$ cat config.mk
export PLATFORM = sky130hd
export DESIGN_NAME = piso_serializer
export DESIGN_NICKNAME = d
export VERILOG_FILES = /design/src/rtl/piso_serializer.sv
export SDC_FILE = /design/constraint.sdc
export NUM_CORES = 1
export LEC_CHECK = 0
export BUFFER_PORTS_ARGS = -buffer_cell sky130_fd_sc_hd__buf_2
export CAP_MARGIN = 40
export CORE_MARGIN = 2
export CORE_UTILIZATION = 30
export CTS_CLUSTER_DIAMETER = 200
export DETAILED_ROUTE_END_ITERATION = 12
export HOLD_SLACK_MARGIN = 0.02
export SYNTH_ARGS = -nofsm -noshare
export SYNTH_HDL_FRONTEND = slang
export SYNTH_SLANG_ARGS = --single-unit
export TNS_END_PERCENT = 50
$ cat constraint.sdc
create_clock -name clk -period 3.35 [get_ports clk]
set_input_delay 0 -clock clk [delete_from_list [all_inputs] [get_ports clk]]
set_output_delay 0 -clock clk [all_outputs]
set_load 0.03 [all_outputs]
$ cat src/rtl/piso_serializer.sv
// Parallel-in, serial-out transmitter: accepts a WIDTH-bit word over valid/ready and shifts it out one bit per clock.
// Optional even-parity trailer bit is enabled by defining PISO_SERIALIZER_PARITY_EN.
module piso_serializer #(
    parameter int WIDTH      = 4,
    parameter bit MSB_FIRST  = 1'b1,
    parameter bit IDLE_LEVEL = 1'b0
) (
    input  logic             clk,
    input  logic             rstn,
    input  logic [WIDTH-1:0] din,
    input  logic             din_valid,
    output logic             din_ready,
    output logic             q,
    output logic             q_valid,
    output logic             busy
);

    localparam int            CW   = $clog2(WIDTH);
    localparam logic [CW-1:0] LAST = CW'(WIDTH - 1);

`ifdef PISO_SERIALIZER_PARITY_EN
    typedef enum logic [1:0] {IDLE = 2'd0, SHIFT = 2'd1, PARITY = 2'd2} state_t;
`else
    typedef enum logic {IDLE = 1'b0, SHIFT = 1'b1} state_t;
`endif

    state_t           state;
    state_t           state_next;
    logic [WIDTH-1:0] shift_reg;
    logic [WIDTH-1:0] shift_word;
    logic [CW-1:0]    cnt;
    logic             accept;
    logic             din_head;
    logic             next_head;
`ifdef PISO_SERIALIZER_PARITY_EN
    logic             parity_bit;
`endif

    // Rotating rather than zero-filling keeps every register bit live; only the head bit is ever observed.
    assign shift_word = MSB_FIRST ? {shift_reg[WIDTH-2:0], shift_reg[WIDTH-1]}
                                  : {shift_reg[0], shift_reg[WIDTH-1:1]};
    assign din_head   = MSB_FIRST ? din[WIDTH-1] : din[0];
    assign next_head  = MSB_FIRST ? shift_word[WIDTH-1] : shift_word[0];

    // NOTE: every output of this block gets a default first so no path can infer a latch.
    always_comb begin
        state_next = state;
        din_ready  = 1'b0;
        case (state)
            IDLE:  din_ready = 1'b1;
            SHIFT: begin
                if (cnt == LAST) begin
`ifdef PISO_SERIALIZER_PARITY_EN
                    state_next = PARITY;
`else
                    din_ready  = 1'b1;
                    state_next = IDLE;
`endif
                end
            end
`ifdef PISO_SERIALIZER_PARITY_EN
            PARITY: begin
                din_ready  = 1'b1;
                state_next = IDLE;
            end
`endif
            default: state_next = IDLE;
        endcase
        // din_ready never looks at din_valid, so this cannot form a combinational loop with the source.
        accept = din_valid && din_ready;
        if (accept) state_next = SHIFT;
    end

    // NOTE: sequential state uses non-blocking assignments so all flops update from pre-edge values.
    always_ff @(posedge clk or negedge rstn) begin
        if (!rstn) begin
            state <= IDLE;
            busy  <= 1'b0;
        end else begin
            state <= state_next;
            busy  <= (state_next != IDLE);
        end
    end

    // NOTE: the shift register is reset like any control flop so an aborted frame leaves no stale data behind.
    always_ff @(posedge clk or negedge rstn) begin
        if (!rstn) begin
            shift_reg  <= '0;
            cnt        <= '0;
            q          <= IDLE_LEVEL;
            q_valid    <= 1'b0;
`ifdef PISO_SERIALIZER_PARITY_EN
            parity_bit <= 1'b0;
`endif
        end else if (accept) begin
            shift_reg  <= din;
            cnt        <= '0;
            q          <= din_head;
            q_valid    <= 1'b1;
`ifdef PISO_SERIALIZER_PARITY_EN
            parity_bit <= ^din;
`endif
        end else if (state == SHIFT && cnt != LAST) begin
            shift_reg <= shift_word;
            cnt       <= cnt + 1'b1;
            q         <= next_head;
`ifdef PISO_SERIALIZER_PARITY_EN
        end else if (state == SHIFT) begin
            q <= parity_bit;
`endif
        end else begin
            q       <= IDLE_LEVEL;
            q_valid <= 1'b0;
        end
    end

endmodule

==> impl_metrics.toml <==
[synthesis]
syn-num-nets = 42
avgSynthCellArea_um2 = 12.1
yosys_warnings = 0
synth-seq-cells = 9
netlist_instances = 34
seq_area_frac_synth_pct = 54.5
yosysUniqueCellTypes = 13
synth_area_um2 = 413

[global_route]
globalRouteTotalUtil_pct = 12.3
grt_max_degree = 15
grt_pass1_wl_um = 1250
use_met3_pct = 4.89
gr-total-overflow = 0
grt_pass1_vias = 299
gr-max-usage-layer = "met2"
grt.met2_usage_pct = 18.4
grt_use_met1_pct = 13.7
antenna_found_initial = 0

[detailed_routing]
routed_wl_um = 686
drtIter0Drc = 2
wire_per_inst_um = 10.9
vias_per_cell = 4.60
route.detailed.drc = 0
vias = 290
antenna_left = 0
dr.pass1.iters = 2

[setup_path]
cp_max_fo = 14
rr_worst_depth = 3
endpoint_kind = "output pin"
critPathKind = "reg2out"
crit_start = "cnt[0]"
reg2reg_from = "cnt[0]"
cp-start-kind = "flip-flop"
worst_ep_required_time_ps = 3350
crit_arrival_ps = 1520

[clock_tree]
clockBufferDepth = 2
post-cts-setup-buffers = 0
clk_pin_slew_ps = 60
root_buffer = "clkbuf_4"
cts_tree = "built"
clk_latency_ps = 270
h-tree-depth = 1
cts_sinks = 9
cts-buffers-inserted = 3

[run]
cap_viol_max_count = 0

[floorplanning]
core_mm2 = 0.00130
die_h_um = 41.1
rows = 13
ioPinCount = 11
initial_core_util_pct = 31.7
die_area_mm2 = 0.00169
die_w_um = 41.1

[place]
dp_hpwl_um = 512
gp_congestion = 0.646
port_buffers = 10

[finish]
diodes = 0
syn_to_final_growth_pct = 23.9
finalNetCount = 57
largest_reg_flops = 4
final_cell_mix = "buf_2 (10), dfrtp_1 (9), nand2_1 (6), o21ai_0 (6), mux2i_1 (4)"
final_common_cell = "buf_2"
final_util_pct = 39.3
layout-drive-gt1-share_pct = 35.4

[min_path]
holdPathStages = 3
hold_class = "in2reg"
hold_path.startpoint = "din[2]"

[sta]
post-route-period-util_pct = 45.5
slew_violations = 0
clock.fmax_mhz = 656
worstMarginPinSlew_ps = 269
rsz0062_at_grt = "false"
slew_headroom_pct = 82.0
finalCriticalPeriod_ps = 1520
holdWs_ps = 45.1
setup_violations = 0
setup_tns_ps = 0
hold_viol = 0
fin_skew_ps = 4.63

[run_status]
status = "finished, final reports clean"

[pwr]
p_leak_nw = 0.258
power_mw = 0.495
irDropWorstVdd_mv = 0.323
power_density_mw_per_mm2 = 968
==> cell type report <==
cell class                 count  area, µm²
tap                           15       18.8
sequential                     9        225
multi-input combinational     22        168
timing repair buffer          12       70.1
clock buffer                   4       26.3
fill                         143        790
inverter                       1       3.75
==> Yosys cell counts <==
cell type	number	area [µm²]
buf_2	1	5.00
buf_6	1	11.3
dfrtp_1	9	225
ha_1	1	12.5
inv_1	1	3.75
mux2_2	1	11.3
mux2i_1	4	40.0
mux2i_4	1	22.5
nand2_1	6	22.5
nand2b_1	1	6.26
nor2b_4	1	13.8
o21ai_0	6	30.0
or2_4	1	8.76
==> cells by family (layout without fill, tap and decap cells) <==
kind of cell	after synthesis	after routing	synth area share, %
fa+ha+maj	1	1	3.03
flops	9	9	54.5
mux	6	6	17.9
simple gates	9	9	12.4
buf+inv	3	17	4.85
compound gates	6	6	7.27
==> metrics by stage <==
step,worst slack [ps],cell area [µm²],cells
global placement,1970,465,57
detailed placement,1940,465,57
global route,1730,512,63
CTS,1800,512,63
floorplan,2120,413,34
finish,1830,512,63
==> worst max-delay path, stage by stage, from the launching register on <==
cell	delay, ps
dfrtp_1	420
ha_1	240
nor2b_4	260
inv_1	130
buf_2	200
==> path summary, 6_finish.rpt <==
check                                to  slack (ps)
min in group asynchronous         state         110
max reg2reg                     q_valid        1940
max                           din_ready        1830
min                        shift_reg[2]          50
min reg2reg                shift_reg[2]         490
max in group asynchronous             q        3050
==> routing by layer <==
| metal | wire length [µm] | up-vias |
|---|---|---|
| li1 | - | 140 |
| met1 | 319 | 137 |
| met2 | 297 | 11 |
| met3 | 45 | 2 |
| met4 | 23 | 0 |
| met5 | 0 | - |
==> power breakdown <==
group	total (mW)	switching [mW]	leakage [nW]	internal, mW
sequential	0.188	0.0267	0.108	0.161
clock	0.0850	0.0391	0.0150	0.0460
combinational	0.223	0.131	0.135	0.0912
==> repair_timing <==
item | in CTS | in global routing
endpoints found under the hold margin | 10 | 0
gates resized for setup | 0 | 0
hold buffers | 2 | 0
Note: power is estimated with default switching activity, not from simulation.
